`config.mk`:
```
export PLATFORM = sky130hd
export DESIGN_NAME = axis_packet_arbiter
export DESIGN_NICKNAME = d
export VERILOG_FILES = /design/src/rtl/axis_arb_pkg.sv /design/src/rtl/rr_picker.sv /design/src/rtl/axis_packet_arbiter.sv
export SDC_FILE = /design/constraint.sdc
export NUM_CORES = 1
export LEC_CHECK = 0
export BUFFER_PORTS_ARGS = -buffer_cell sky130_fd_sc_hd__buf_2
export CAP_MARGIN = 30
export CORE_AREA = 2 2 70 72
export DETAILED_ROUTE_END_ITERATION = 12
export DIE_AREA = 0 0 72 74
export PLACE_DENSITY = 0.8
export SYNTH_ARGS = -nofsm -noshare
export SYNTH_HDL_FRONTEND = slang
export SYNTH_SLANG_ARGS = --single-unit
```
`constraint.sdc`:
```
create_clock -name clk -period 2.45 [get_ports clk]
set_input_delay 0.49 -clock clk [delete_from_list [all_inputs] [get_ports clk]]
set_output_delay 0.49 -clock clk [all_outputs]
set_load 0.005 [all_outputs]
```
`src/rtl/axis_arb_pkg.sv`:
```
// Shared types and limits for the AXI-Stream packet arbiter.
package axis_arb_pkg;

    typedef enum logic {
        ARB_IDLE = 1'b0,
        ARB_PKT  = 1'b1
    } arb_state_e;

    localparam int MAX_SRC = 16;

endpackage

```
`src/rtl/rr_picker.sv`:
```
// Combinational round-robin picker: first requester at or after last+1, wrapping modulo NUM_SRC.
module rr_picker #(
    parameter  int NUM_SRC = 4,
    localparam int SRC_W   = $clog2(NUM_SRC)
) (
    input  logic [NUM_SRC-1:0] req,
    input  logic [SRC_W-1:0]   last,
    output logic               any_req,
    output logic [SRC_W-1:0]   winner
);

    logic [SRC_W:0]     start;
    logic [SRC_W:0]     sum;
    logic [NUM_SRC-1:0] rot;
    logic [SRC_W-1:0]   offset;

    // Rotate so the highest-priority source lands at bit 0, encode, then rotate back.
    always_comb begin
        start  = (SRC_W+1)'(last) + (SRC_W+1)'(1);
        rot    = NUM_SRC'({req, req} >> start);
        offset = '0;
        for (int i = NUM_SRC - 1; i >= 0; i--) begin
            if (rot[i]) begin
                offset = SRC_W'(i);
            end
        end
        sum    = start + (SRC_W+1)'(offset);
        winner = (sum >= (SRC_W+1)'(NUM_SRC)) ? SRC_W'(sum - (SRC_W+1)'(NUM_SRC))
                                              : SRC_W'(sum);
    end

    assign any_req = |req;

endmodule

```
`src/rtl/axis_packet_arbiter.sv`:
```
// Packet-aware round-robin AXI-Stream merger; grant held from first beat through tlast.
// Optional AXIS_ARB_TID_EN adds m_axis_tid carrying the granted source index.
module axis_packet_arbiter
    import axis_arb_pkg::*;
#(
    parameter  int NUM_SRC    = 4,
    parameter  int DATA_WIDTH = 32,
    localparam int SRC_W      = $clog2(NUM_SRC)
) (
    input  logic                          clk,
    input  logic                          rst_n,
    input  logic [NUM_SRC*DATA_WIDTH-1:0] s_axis_tdata,
    input  logic [NUM_SRC-1:0]            s_axis_tvalid,
    output logic [NUM_SRC-1:0]            s_axis_tready,
    input  logic [NUM_SRC-1:0]            s_axis_tlast,
    output logic [DATA_WIDTH-1:0]         m_axis_tdata,
    output logic                          m_axis_tvalid,
    input  logic                          m_axis_tready,
    output logic                          m_axis_tlast,
    output logic [SRC_W-1:0]              grant_idx,
    output logic                          busy
`ifdef AXIS_ARB_TID_EN
    ,
    output logic [SRC_W-1:0]              m_axis_tid
`endif
);

    arb_state_e       state;
    arb_state_e       state_next;
    logic [SRC_W-1:0] last_grant;
    logic             any_req;
    logic [SRC_W-1:0] winner;

    rr_picker #(
        .NUM_SRC (NUM_SRC)
    ) u_picker (
        .req     (s_axis_tvalid),
        .last    (last_grant),
        .any_req (any_req),
        .winner  (winner)
    );

    always_ff @(posedge clk or negedge rst_n) begin
        if (!rst_n) begin
            state      <= ARB_IDLE;
            last_grant <= SRC_W'(NUM_SRC - 1);
            grant_idx  <= '0;
        end else begin
            state <= state_next;
            if (state == ARB_IDLE && any_req) begin
                grant_idx  <= winner;
                last_grant <= winner;
            end
        end
    end

    // Inside a packet the granted source is wired straight through; nothing is registered.
    always_comb begin
        state_next    = state;
        s_axis_tready = '0;
        m_axis_tdata  = '0;
        m_axis_tvalid = 1'b0;
        m_axis_tlast  = 1'b0;
        case (state)
            ARB_IDLE: begin
                if (any_req) begin
                    state_next = ARB_PKT;
                end
            end
            ARB_PKT: begin
                for (int i = 0; i < NUM_SRC; i++) begin
                    if (grant_idx == SRC_W'(i)) begin
                        m_axis_tdata     = s_axis_tdata[i*DATA_WIDTH +: DATA_WIDTH];
                        m_axis_tvalid    = s_axis_tvalid[i];
                        m_axis_tlast     = s_axis_tlast[i];
                        s_axis_tready[i] = m_axis_tready;
                    end
                end
                if (m_axis_tvalid && m_axis_tready && m_axis_tlast) begin
                    state_next = ARB_IDLE;
                end
            end
            default: state_next = ARB_IDLE;
        endcase
    end

    assign busy = (state == ARB_PKT);

`ifdef AXIS_ARB_TID_EN
    assign m_axis_tid = (state == ARB_PKT) ? grant_idx : '0;
`endif

endmodule

```
# Word level (Yosys, flattened, before mapping)
# Cells that the tools add are included.
# classes
n_reduce_logical,5
magnitude_cmp,1
n_shift,1
addsub,3
n_mux,30
bitwise_logic,1
eq_ne,3
# ops
op,n
$mux W32,5
$mux W1,18
$mux W2,5
$shr A8 B3 Y4,1
$eq A2 B2 Y1 const B,2
$mux W4,1
$reduce_or A4 Y1,1
$add A2 B1 Y3 const B,1
$add A3 B2 Y3,1
$ge A3 B3 Y1 const B,1
$logic_and A1 B1 Y1,3
$eq A2 B1 Y1 const B,1
$logic_not A2 Y1,1
$pmux W1 S2,1
$sub A2 B1 Y2 const B,1
$not A1 Y1,1
# word_totals
register_bits,5
wordCells,47

# Depth between registers and ports, before layout
# depth
word_depth,10
ltp_mapped,10
depth_no_buf,9

# Cells and area by module
# From an unflattened synthesis, not the netlist that was laid out.
# unflattened
hier_cells,141
area_unflattened_um2,1473.9
# modules_own_cells
module,area_per_inst_um2,instances,cells_each,seq_area_each_um2
axis_packet_arbiter,1298.7,1,115,127.6
rr_picker,175.2,1,26,0.0

# Worst setup path after synthesis
# Ideal clock, no wire load.
# synth_path
path_type,reg2out
from,register grant_idx[0]
to,output m_axis_tdata[10]
arrival_ps,1548
path_stages_with_launch,5
setup_slack_ps,412
path_buffers,2
cell_sequence,dfrtp_1 > buf_2 > buf_4 > mux4_2 > and2_1
# synth_via
elab_chain_len,6
word_cells_on_any_way,9
# synth_rtl
item,line_no,rtl
start: declaration,axis_packet_arbiter.sv:20,"output logic [SRC_W-1:0] grant_idx,"
start signal: assignment,axis_packet_arbiter.sv:51,grant_idx <= winner;
$logic_not A2 Y1,axis_packet_arbiter.sv:72,if (grant_idx == SRC_W'(i)) begin
$mux W32 (3 in a row),axis_packet_arbiter.sv:72,
$mux W32 (*),axis_packet_arbiter.sv:72,
$mux W32 (*),axis_packet_arbiter.sv:64,case (state)
end: declaration,axis_packet_arbiter.sv:16,"output logic [DATA_WIDTH-1:0] m_axis_tdata,"
# Mark *: on every way between the ends. The rest lies on a longest branch, timed or not.

# Worst setup path in the final report
# layout_path
from,register grant_idx[0]
to,output m_axis_tlast
# layout_via
elab_chain_len,7
word_cells_on_any_way,10
# layout_rtl
item,line_no,rtl
$logic_not A2 Y1,axis_packet_arbiter.sv:72,
$mux W1 (3 in a row),axis_packet_arbiter.sv:72,
$mux W1 (*),axis_packet_arbiter.sv:72,
$mux W1 (*) (2 in a row),axis_packet_arbiter.sv:64,
end: declaration,axis_packet_arbiter.sv:19,"output logic m_axis_tlast,"
# Mark *: on every way between the ends. The rest lies on a longest branch, timed or not. The select of a mux whose other input is x is not followed.

==> flow_summary_export.csv <==
group,metric,value,unit
outcome,status,"finished, final reports clean",
worst_setup_path,crit_path_end_kind,"output pin",
sta,setup_violations,0,
sta,slew_headroom,0.797,
sta,tns,0,ns
die,fp.dieW,72,um
logic_synthesis,syn_nets,274,
worst_setup_path,rr_worst_depth,8,
die,start_util,0.324,
die,rows,25,
worst_setup_path,worstPathMaxFanout,19,
logic_synthesis,synthFlopType,"dfrtp_1",
pwr,switching_power,0.912,mW
routing,drc,0,
routing,first_pass_iters,4,
sta,fin_crit_sh,0.872,
cells_and_area,drive_gt1_frac,0.743,
logic_synthesis,synth.avg_cell_area,11.1,um^2
clock_network,cts_buffers,3,
die,core,4600,um^2
clock_network,clkSlewWorstSetupHoldPaths,0.04,ns
worst_setup_path,crit_family,"multiplexers",
routing,viasPerCell,5.03,
placed_design,finalWeightedCongestion,0.809,
global_route,antenna_found_initial,0,
clock_network,insertion_delay,0.22,ns
clock_network,cts_resized,0,
logic_synthesis,synth_edf_count,0,
cells_and_area,layout.nets,448,
clock_network,root_buffer,"clkbuf_8",
clock_network,cts_setup_buffers,0,
sta,max_clock_freq,468,MHz
global_route,grt_pass1_wl,8100,um
clock_network,clock-sinks,5,
pwr,vdd_drop_max,0.000536,V
die,io-pin-count,180,
clock_network,clockBufferDepth,2,
logic_synthesis,ys_types,30,
pwr,swShare,0.386,
sta,hold_viol_final,0,
global_route,grt_pass1_vias,1823,
pwr,leakage,1.24,nW
global_route,grt_max_degree,38,
worst_setup_path,worstPathArrival,1.65,ns
worst_setup_path,cp-start-kind,"flop",
die,die-area,5330,um^2
worst_setup_path,cp.depth,4,
worst_setup_path,path_buf_inv,2,
sta,final.min_clock_period,2.14,ns
placed_design,dp.final_hpwl,4950,um
worst_setup_path,r2r_slack,0.59,ns
pwr,power_frac_clock,0.063,
cells_and_area,syn_to_final_growth,67.8,%
worst_setup_path,crit_chain,"buf_12 > mux4_2 > and2_1 > buf_2",
logic_synthesis,yosys_register_bits,5,
sta,slew_viol_final,0,
pwr,seq_power_share,0.096,
logic_synthesis,synth.largest_area_cell,"mux4_2",
pwr,pwr-share-comb,0.841,
sta,rsz0062_at_grt,"false",
cells_and_area,final_cells,361,
clock_network,htreeDepth,1,
routing,first_iter_violations,28,
worst_setup_path,slowest_stage,"mux4_2",
worst_hold_path,hp-class,"in -> async",
die,fp.dieH,74,um
placed_design,io_buffers,179,
logic_synthesis,syn_inst,134,
pwr,p_int,1.45,mW
worst_setup_path,path_class,"reg -> out",
logic_synthesis,yosysWarnings,0,
pwr,power_density,948,nW/um^2
logic_synthesis,synthDominantCellAreaShare,0.515,
logic_synthesis,syn_area,1490,um^2
logic_synthesis,synth-async-reset-ratio,1.00,
logic_synthesis,synthTopCellsByCount,"and2_1, mux4_2, nor2_1",
worst_setup_path,cp.required,1.96,ns
routing,wl,5620,um
clock_network,cts_tree,"done",
run,drv_cap,0,
placed_design,numPlacedInstances,357,
cells_and_area,n_antenna_cell,0,
global_route,track_usage,0.194,
sta,finalClockSkew,0.00288,ns
routing,vias,1816,
cells_and_area,fin_util,0.543,
routing,wl_per_cell,15.6,um
clock_network,hold_buffers,0,
logic_synthesis,ys_top_cells_by_area,"mux4_2, and2_1, dfrtp_1",
worst_setup_path,critPathMaxStageDelay,0.53,ns
routing,ant_nets,0,
global_route,grt-ovfl-total,0,
logic_synthesis,yosysSeqAreaShare,0.0858,
sta,tightest_slew,0.305,ns
==> layout by cell type, fill, tap and decap left out <==
| cell | count |
|---|---|
| and2_1 | 34 |
| a21oi_2 | 1 |
| nor2b_1 | 1 |
| nand2b_1 | 2 |
| a22o_1 | 1 |
| nand2_1 | 7 |
| nor2_1 | 10 |
| buf_12 | 3 |
| xnor2_1 | 1 |
| mux4_2 | 34 |
| inv_1 | 2 |
| o21ai_0 | 1 |
| clkbuf_1 | 1 |
| nor3_1 | 2 |
| nand2b_2 | 1 |
| buf_4 | 1 |
| nand3b_1 | 1 |
| clkbuf_8 | 3 |
| dfstp_2 | 2 |
| xor2_1 | 2 |
| mux2i_1 | 3 |
| dfrtp_1 | 2 |
| o22a_1 | 1 |
| nor4b_2 | 1 |
| a21oi_1 | 4 |
| o221ai_1 | 1 |
| a211oi_2 | 1 |
| ha_1 | 1 |
| dfrtp_2 | 1 |
| nand3_1 | 1 |
| a2111oi_4 | 1 |
| buf_2 | 179 |
| o211ai_1 | 1 |
==> logic make-up after synthesis <==
kind of cell               count (synthesis)  share of synthesized area
and+or+nand+nor                           60                      0.230
muxes                                     37                      0.535
buffers and inverters                     16                     0.0513
AOI/OAI and AO/OA                         12                     0.0723
DFF                                        5                     0.0858
xor gates and xnor gates                   3                     0.0177
adders and majority gates                  1                    0.00841
==> power groups by stage <==
stage          clock, mW  combinational (mW)  sequential [mW]
5_1_grt            0.160                2.20            0.236
3_3_place_gp           0                1.99            0.223
2_1_floorplan          0                1.39            0.152
6_report           0.149                1.99            0.226
4_1_cts            0.153                2.03            0.227
3_5_place_dp           0                2.03            0.227
==> final timing paths <==
| path | endpoint | start |
|---|---|---|
| worst max-delay path | m_axis_tlast | grant_idx[0]$_DFFE_PN0P_ |
| worst max register to register | grant_idx[1]$_DFFE_PN0P_ | last_grant[0]$_DFFE_PN1P_ |
| worst min register to register | last_grant[0]$_DFFE_PN1P_ | last_grant[0]$_DFFE_PN1P_ |
| min in group clk | last_grant[0]$_DFFE_PN1P_ | last_grant[0]$_DFFE_PN1P_ |
| worst min-delay path | busy$_DFF_PN0_ | rst_n |
| max in group asynchronous | last_grant[0]$_DFFE_PN1P_ | rst_n |
==> registers in the layout, summed over array words and instances, names as in the netlist <==
signal and flops:
busy 1, grant_idx 2, last_grant 2
==> layer usage <==
layer | track usage | part of all wire | vias up
li1 | - | - | 864
met1 | 0.201 | 0.33 | 856
met2 | 0.385 | 0.57 | 86
met3 | 0.0407 | 0.080 | 10
met4 | 0.0650 | 0.020 | 0
met5 | 0 | 0 | -
==> through the flow <==
step	worst slack (ns)	cell area, um^2	total power, mW	hold slack, ns
2_1_floorplan	0.412	1490	1.54	0.194
3_3_place_gp	0.535	2450	2.21	0.305
3_5_place_dp	0.444	2450	2.26	0.312
4_1_cts	0.291	2500	2.41	0.0789
5_1_grt	0.242	2500	2.60	0.0757
6_report	0.313	2500	2.37	0.0765
==> area by class of cell <==
class	instances	area [um^2]
Fill cell	424	2100
Multi-Input combinational cell	113	1280
Tap cell	54	67.6
Sequential cell	5	129
Timing Repair Buffer	183	963
Inverter	2	7.51
Clock buffer	4	45.0
Note: power is estimated with default switching activity, not from simulation.
